**src/rtl/lsu_ctrl_pkg.sv**
```systemverilog
// lsu_ctrl_pkg: shared definitions for the load/store controller.
//   - DEFAULT_BUS_WIDTH : default data/address width
//   - SZ_*              : access size encodings (shared by req_size/mem_size)
//   - lsu_state_e       : controller FSM state encoding (IDLE/ACCESS/RESP)
//   - cnt_reload()      : wait-counter reload value for a given memory latency
// Build option: LSU_MISALIGN_TRAP_EN (see lsu_align_check).
package lsu_ctrl_pkg;

  localparam int DEFAULT_BUS_WIDTH = 32;

  localparam logic [1:0] SZ_BYTE    = 2'b00;
  localparam logic [1:0] SZ_HALF    = 2'b01;
  localparam logic [1:0] SZ_WORD    = 2'b10;
  localparam logic [1:0] SZ_ILLEGAL = 2'b11;

  typedef enum logic [1:0] {
    ST_IDLE   = 2'b00,
    ST_ACCESS = 2'b01,
    ST_RESP   = 2'b10
  } lsu_state_e;

  // The counter is loaded with latency-1 so that ACCESS lasts exactly
  // `lat` cycles (the cycle in which it reads 0 is the last one).
  function automatic logic [2:0] cnt_reload(input int lat);
    return 3'(lat - 1);
  endfunction

endpackage

```
**src/rtl/lsu_align_check.sv**
```systemverilog
// lsu_align_check: combinational size/alignment classifier for one request.
// Ports:
//   size_i         in   access size (SZ_* encoding)
//   addr_i         in   requested byte address
//   misaligned_o   out  request must be rejected for misalignment
//   illegal_o      out  size encoding is illegal (2'b11)
//   aligned_addr_o out  address to drive on the memory port
// Build option LSU_MISALIGN_TRAP_EN:
//   defined   -> misaligned half/word accesses are flagged for rejection and
//                the address passes through unchanged.
//   undefined -> misaligned_o is never set; the low address bits are cleared
//                so the access proceeds at the aligned address.
module lsu_align_check
  import lsu_ctrl_pkg::*;
#(
  parameter int BUS_WIDTH = DEFAULT_BUS_WIDTH
) (
  input  logic [1:0]           size_i,
  input  logic [BUS_WIDTH-1:0] addr_i,
  output logic                 misaligned_o,
  output logic                 illegal_o,
  output logic [BUS_WIDTH-1:0] aligned_addr_o
);

  logic raw_misaligned;

  always_comb begin
    raw_misaligned = 1'b0;
    case (size_i)
      SZ_HALF: raw_misaligned = addr_i[0];
      SZ_WORD: raw_misaligned = |addr_i[1:0];
      default: raw_misaligned = 1'b0;
    endcase
  end

  assign illegal_o = (size_i == SZ_ILLEGAL);

`ifdef LSU_MISALIGN_TRAP_EN
  assign misaligned_o   = raw_misaligned;
  assign aligned_addr_o = addr_i;
`else
  assign misaligned_o = 1'b0;

  always_comb begin
    aligned_addr_o = addr_i;
    if (raw_misaligned) begin
      if (size_i == SZ_HALF) aligned_addr_o[0]   = 1'b0;
      else                   aligned_addr_o[1:0] = 2'b00;
    end
  end
`endif

endmodule

```
**src/rtl/lsu_ctrl.sv**
```systemverilog
// lsu_ctrl: multi-cycle load/store controller, initiator of the data memory
// port. One request in flight at a time, one response per request.
// Ports:
//   clk, rst                 clock; asynchronous active-low reset
//   req_valid/req_ready      request handshake
//   req_we, req_size, req_unsigned, req_addr, req_wdata   request fields
//   resp_valid, resp_rdata, resp_err                       response
//   mem_address, mem_data_in, mem_wr_en, mem_size, mem_sz_ex  memory drive
//   mem_data_out             combinational read data from memory
// Build option LSU_MISALIGN_TRAP_EN: reject misaligned half/word accesses
// instead of silently aligning them (see lsu_align_check).
//
// Handshake: a request is taken on a rising edge where req_valid and
// req_ready are both high; req_ready is high only in IDLE, so req_* are
// sampled once and may change freely afterwards. resp_valid is a one-cycle
// strobe with no back-pressure.
module lsu_ctrl
  import lsu_ctrl_pkg::*;
#(
  parameter int BUS_WIDTH   = DEFAULT_BUS_WIDTH,
  parameter int MEM_LATENCY = 1
) (
  input  logic                 clk,
  input  logic                 rst,
  input  logic                 req_valid,
  output logic                 req_ready,
  input  logic                 req_we,
  input  logic [1:0]           req_size,
  input  logic                 req_unsigned,
  input  logic [BUS_WIDTH-1:0] req_addr,
  input  logic [BUS_WIDTH-1:0] req_wdata,
  output logic                 resp_valid,
  output logic [BUS_WIDTH-1:0] resp_rdata,
  output logic                 resp_err,
  output logic [BUS_WIDTH-1:0] mem_address,
  output logic [BUS_WIDTH-1:0] mem_data_in,
  output logic                 mem_wr_en,
  output logic [1:0]           mem_size,
  output logic                 mem_sz_ex,
  input  logic [BUS_WIDTH-1:0] mem_data_out
);

  localparam logic [2:0] CNT_RELOAD = cnt_reload(MEM_LATENCY);

  lsu_state_e           state_q, state_d;
  logic [2:0]           cnt_q, cnt_d;
  logic                 we_q, we_d;
  logic                 err_q, err_d;
  logic                 first_q, first_d;
  logic [BUS_WIDTH-1:0] resp_rdata_q, resp_rdata_d;
  logic [BUS_WIDTH-1:0] mem_address_q, mem_address_d;
  logic [BUS_WIDTH-1:0] mem_data_in_q, mem_data_in_d;
  logic [1:0]           mem_size_q, mem_size_d;
  logic                 mem_sz_ex_q, mem_sz_ex_d;

  logic                 ac_misaligned;
  logic                 ac_illegal;
  logic [BUS_WIDTH-1:0] ac_aligned_addr;
  logic                 reject;

  lsu_align_check #(
    .BUS_WIDTH(BUS_WIDTH)
  ) u_align (
    .size_i        (req_size),
    .addr_i        (req_addr),
    .misaligned_o  (ac_misaligned),
    .illegal_o     (ac_illegal),
    .aligned_addr_o(ac_aligned_addr)
  );

  assign reject = ac_illegal | ac_misaligned;

  // ---------------------------------------------------------------- state
  always_ff @(posedge clk or negedge rst) begin
    if (!rst) begin
      state_q       <= ST_IDLE;
      cnt_q         <= '0;
      we_q          <= 1'b0;
      err_q         <= 1'b0;
      first_q       <= 1'b0;
      resp_rdata_q  <= '0;
      mem_address_q <= '0;
      mem_data_in_q <= '0;
      mem_size_q    <= SZ_WORD;
      mem_sz_ex_q   <= 1'b0;
    end else begin
      state_q       <= state_d;
      cnt_q         <= cnt_d;
      we_q          <= we_d;
      err_q         <= err_d;
      first_q       <= first_d;
      resp_rdata_q  <= resp_rdata_d;
      mem_address_q <= mem_address_d;
      mem_data_in_q <= mem_data_in_d;
      mem_size_q    <= mem_size_d;
      mem_sz_ex_q   <= mem_sz_ex_d;
    end
  end

  // ----------------------------------------------------------- next state
  always_comb begin
    state_d = state_q;
    case (state_q)
      ST_IDLE: begin
        if (req_valid) state_d = reject ? ST_RESP : ST_ACCESS;
      end
      ST_ACCESS: begin
        if (cnt_q == 3'd0) state_d = ST_RESP;
      end
      ST_RESP: state_d = ST_IDLE;
      default: state_d = ST_IDLE;
    endcase
  end

  // ------------------------------------------------------------- datapath
  always_comb begin
    cnt_d         = cnt_q;
    we_d          = we_q;
    err_d         = err_q;
    first_d       = first_q;
    resp_rdata_d  = resp_rdata_q;
    mem_address_d = mem_address_q;
    mem_data_in_d = mem_data_in_q;
    mem_size_d    = mem_size_q;
    mem_sz_ex_d   = mem_sz_ex_q;
    case (state_q)
      ST_IDLE: begin
        if (req_valid) begin
          we_d         = req_we;
          err_d        = reject;
          first_d      = 1'b1;
          cnt_d        = CNT_RELOAD;
          // Cleared here so stores and rejected requests answer with zero.
          resp_rdata_d = '0;
          // A rejected request leaves the memory port untouched.
          if (!reject) begin
            mem_address_d = ac_aligned_addr;
            mem_data_in_d = req_wdata;
            mem_size_d    = req_size;
            mem_sz_ex_d   = ~req_we & ~req_unsigned;
          end
        end
      end
      ST_ACCESS: begin
        first_d = 1'b0;
        if (cnt_q == 3'd0) begin
          if (!we_q) resp_rdata_d = mem_data_out;
        end else begin
          cnt_d = cnt_q - 3'd1;
        end
      end
      default: ;
    endcase
  end

  // -------------------------------------------------------------- outputs
  always_comb begin
    req_ready  = (state_q == ST_IDLE);
    resp_valid = (state_q == ST_RESP);
    resp_err   = (state_q == ST_RESP) & err_q;
    // Single-cycle write strobe: only the first ACCESS cycle of a store.
    mem_wr_en  = (state_q == ST_ACCESS) & we_q & first_q;
  end

  assign resp_rdata  = resp_rdata_q;
  assign mem_address = mem_address_q;
  assign mem_data_in = mem_data_in_q;
  assign mem_size    = mem_size_q;
  assign mem_sz_ex   = mem_sz_ex_q;

endmodule

```
**config.mk**
```make
export PLATFORM = sky130hd
export DESIGN_NAME = lsu_ctrl
export DESIGN_NICKNAME = d
export VERILOG_FILES = /design/src/rtl/lsu_ctrl_pkg.sv /design/src/rtl/lsu_align_check.sv /design/src/rtl/lsu_ctrl.sv
export SDC_FILE = /design/constraint.sdc
export NUM_CORES = 1
export LEC_CHECK = 0
export BUFFER_PORTS_ARGS = -buffer_cell sky130_fd_sc_hd__buf_2
export CORE_MARGIN = 10
export CORE_UTILIZATION = 47
export CTS_CLUSTER_SIZE = 30
export DETAILED_ROUTE_END_ITERATION = 16
export PLACE_DENSITY = 0.8
export SLEW_MARGIN = 25
export SYNTH_ARGS = -nofsm -noshare
export SYNTH_HDL_FRONTEND = slang
export SYNTH_SLANG_ARGS = --single-unit
```
**constraint.sdc**
```tcl
create_clock -name clk -period 2.1 [get_ports clk]
set_clock_uncertainty 0.2 [all_clocks]
set_input_delay 0.525 -clock clk [delete_from_list [all_inputs] [get_ports clk]]
set_output_delay 0.525 -clock clk [all_outputs]
set_load 0.05 [all_outputs]
```
==> flow_summary.json <==
{
  "grt_pass1_wl_um": 19730,
  "ys_warn_count": 0,
  "synth_edf_count": 0,
  "p_per_area_nw_per_um2": 1723,
  "synth_area_per_cell_sq_um": 13.14,
  "syn_nets": 447,
  "layout_common_cells": "200 x buf_2, 104 x dfrtp_1, 64 x mux2_2",
  "stdcell_count": 698,
  "cp_cell_sequence": "buf_4, nor3_4, buf_6",
  "path_clk_slew_ns": 0.10,
  "worstPathArrival_ns": 1.30,
  "hold_viol": 0,
  "die_x_um": 117.3,
  "grt_pass1_vias": 3568,
  "drt-initial-drc-count": 188,
  "rows": 35,
  "wirelength_um": 12270,
  "clockBufferDepth": 2,
  "setup_viol": 0,
  "antenna_found_initial": 0,
  "syn_to_final_growth_pct": 34.53,
  "cts_buffers": 9,
  "max_freq_ghz": 0.4932,
  "cts_sinks": 107,
  "rsz0062_at_grt": "no",
  "worst_path_largest_cell_delay_ns": 0.44,
  "final_common_cell": "buf_2",
  "drt_drc_violations_left": 0,
  "period_needed_ns": 2.028,
  "slew_headroom_pct": 80.87,
  "outcome": "complete, no violations",
  "ys_top_cells_by_area": "dfrtp_1 60%, mux2_2 16%, mux2i_1 7.2%",
  "synth_cell_types": 29,
  "cts_root_buf": "clkbuf_8",
  "gp_congestion": 0.7666,
  "yosysTopAreaCell": "dfrtp_1",
  "gr-usage-all-layers_pct": 17.74,
  "syn_area_sq_um": 4453,
  "nNetsFinal": 672,
  "cp_data_required_time_ns": 1.37,
  "async_flop_share_pct": 100.0,
  "dr_total_vias": 3349,
  "ios": 206,
  "criticalPathCategory": "reg -> out",
  "start_kind": "flip-flop",
  "ir_drop_mv": 1.034,
  "rr_startpoint": "state_q[1]",
  "ant_nets": 0,
  "cp_max_fo": 4,
  "cpMaxStageDelayCell": "dfrtp_2",
  "dpl.hpwl_um": 9923,
  "cts_tree": "built",
  "dieArea_sq_um": 13770,
  "wl_per_cell_um": 17.58,
  "drive_gt1_share_pct": 56.06,
  "n_antenna_cell": 0,
  "startpoint": "state_q[0]",
  "port_buffers": 205,
  "overflow": 0,
  "synth.top_cell.area_share_pct": 59.57,
  "via_per_inst": 4.798,
  "synth_seq_cells": 107,
  "post-route-period-util_pct": 96.55,
  "synthCells": 339,
  "place_inst": 677,
  "cts.htree.levels": 3,
  "fin_util_pct": 64.83,
  "drv_cap": 0,
  "cp-end-kind": "output port",
  "hp-class": "in -> reg",
  "core_area_sq_um": 9240,
  "worstMarginPinSlew_ns": 0.2834,
  "insertion_delay_ns": 0.35,
  "hp-start": "req_unsigned",
  "drv_slew": 0,
  "synth_ff_type": "dfrtp_1",
  "die_y_um": 117.3,
  "synth-seq-area-share_pct": 60.16,
  "drt_pass1_iterations": 4,
  "grt_start_max_net_pins": 44,
  "initial_core_util_pct": 48.19,
  "p_leak_nw": 3.126
}
## Yosys cell counts, drive strengths merged, types with 2 or more instances
| library cell | count |
|---|---|
| ha | 5 |
| nand2 | 41 |
| nand2b | 2 |
| a21oi | 3 |
| nor2b | 3 |
| a22o | 2 |
| dfrtp | 106 |
| buf | 16 |
| inv | 39 |
| nor2 | 6 |
| nor4b | 2 |
| mux2 | 65 |
| mux2i | 32 |
| nor3 | 2 |
| o21ai | 6 |
## power by group
group | internal, mW | switching, mW
clock network | 0.459 | 0.725
logic | 1.67 | 4.14
registers | 2.91 | 0.429
total | 5.03 | 5.29
## worst max-delay path: cells and delay by family, from the launching register on
kind,cells,cell delay [ns]
DFF,1,0.44
buffers and inverters,2,0.33
and+or+nand+nor,1,0.17
## metrics by stage
step                hold WS (ns)  power [mW]  setup TNS [ns]  cell area (sq um)  setup WS, ns
finish                    0.1521       10.32               0               5991       0.07246
global route              0.1215       10.87               0               5991      0.003324
CTS                       0.1225       10.40               0               5964       0.01635
detailed placement        0.1834       9.154          -2.577               5723      -0.07600
global placement          0.1810       9.001          -1.025               5723      -0.03575
floorplan                0.02941       7.663               0               4458       0.08045
## kinds of logic after synthesis
kind of cell	Yosys count	share of synthesized area, %
DFF	107	60.16
and+or+nand+nor	60	6.350
adders and majority gates	5	1.405
AOI/OAI and AO/OA	14	2.051
buffers and inverters	56	6.406
muxes	97	23.63
## routing by layer
layer	routed length (um)	track usage, %
met1	4838	19.80
met2	6331	30.80
met3	920	6.139
met4	178	5.790
met5	0	0
## path summary, 6_finish.rpt
check	to	slack, ns	cells past startpoint
setup / recovery	resp_err	0.07	3
hold / removal	mem_sz_ex	0.15	2
setup reg to reg	mem_data_in[11]	0.16	5
hold reg to reg	mem_size[1]	0.28	2
max in group asynchronous	mem_data_in[5]	0.81	3
min in group asynchronous	mem_address[15]	0.35	2
## flip-flops by register name (all words and copies together) (netlist names)
signal,flops
mem_data_in,32
mem_size,2
first_q,1
resp_rdata,32
err_q,1
mem_sz_ex,1
cnt_q,3
mem_address,32
we_q,1
state_q,2
## area by class of cell
cell class / count / area [sq um]
Clock inverter: 6 / 62.56
Timing Repair Buffer: 231 / 1297
Sequential cell: 107 / 2681
Inverter: 39 / 146.4
Clock buffer: 10 / 127.6
Multi-Input combinational cell: 176 / 1514
Tap cell: 129 / 161.4
Fill cell: 753 / 3249
## timing repair
item,4_1_cts,5_1_grt
hold endpoints to repair,9,0
setup endpoints to repair,4,4
hold buffers,1,0
buffers inserted,4,0
resized for setup,5,8
Power figures use the tool's default switching activity.
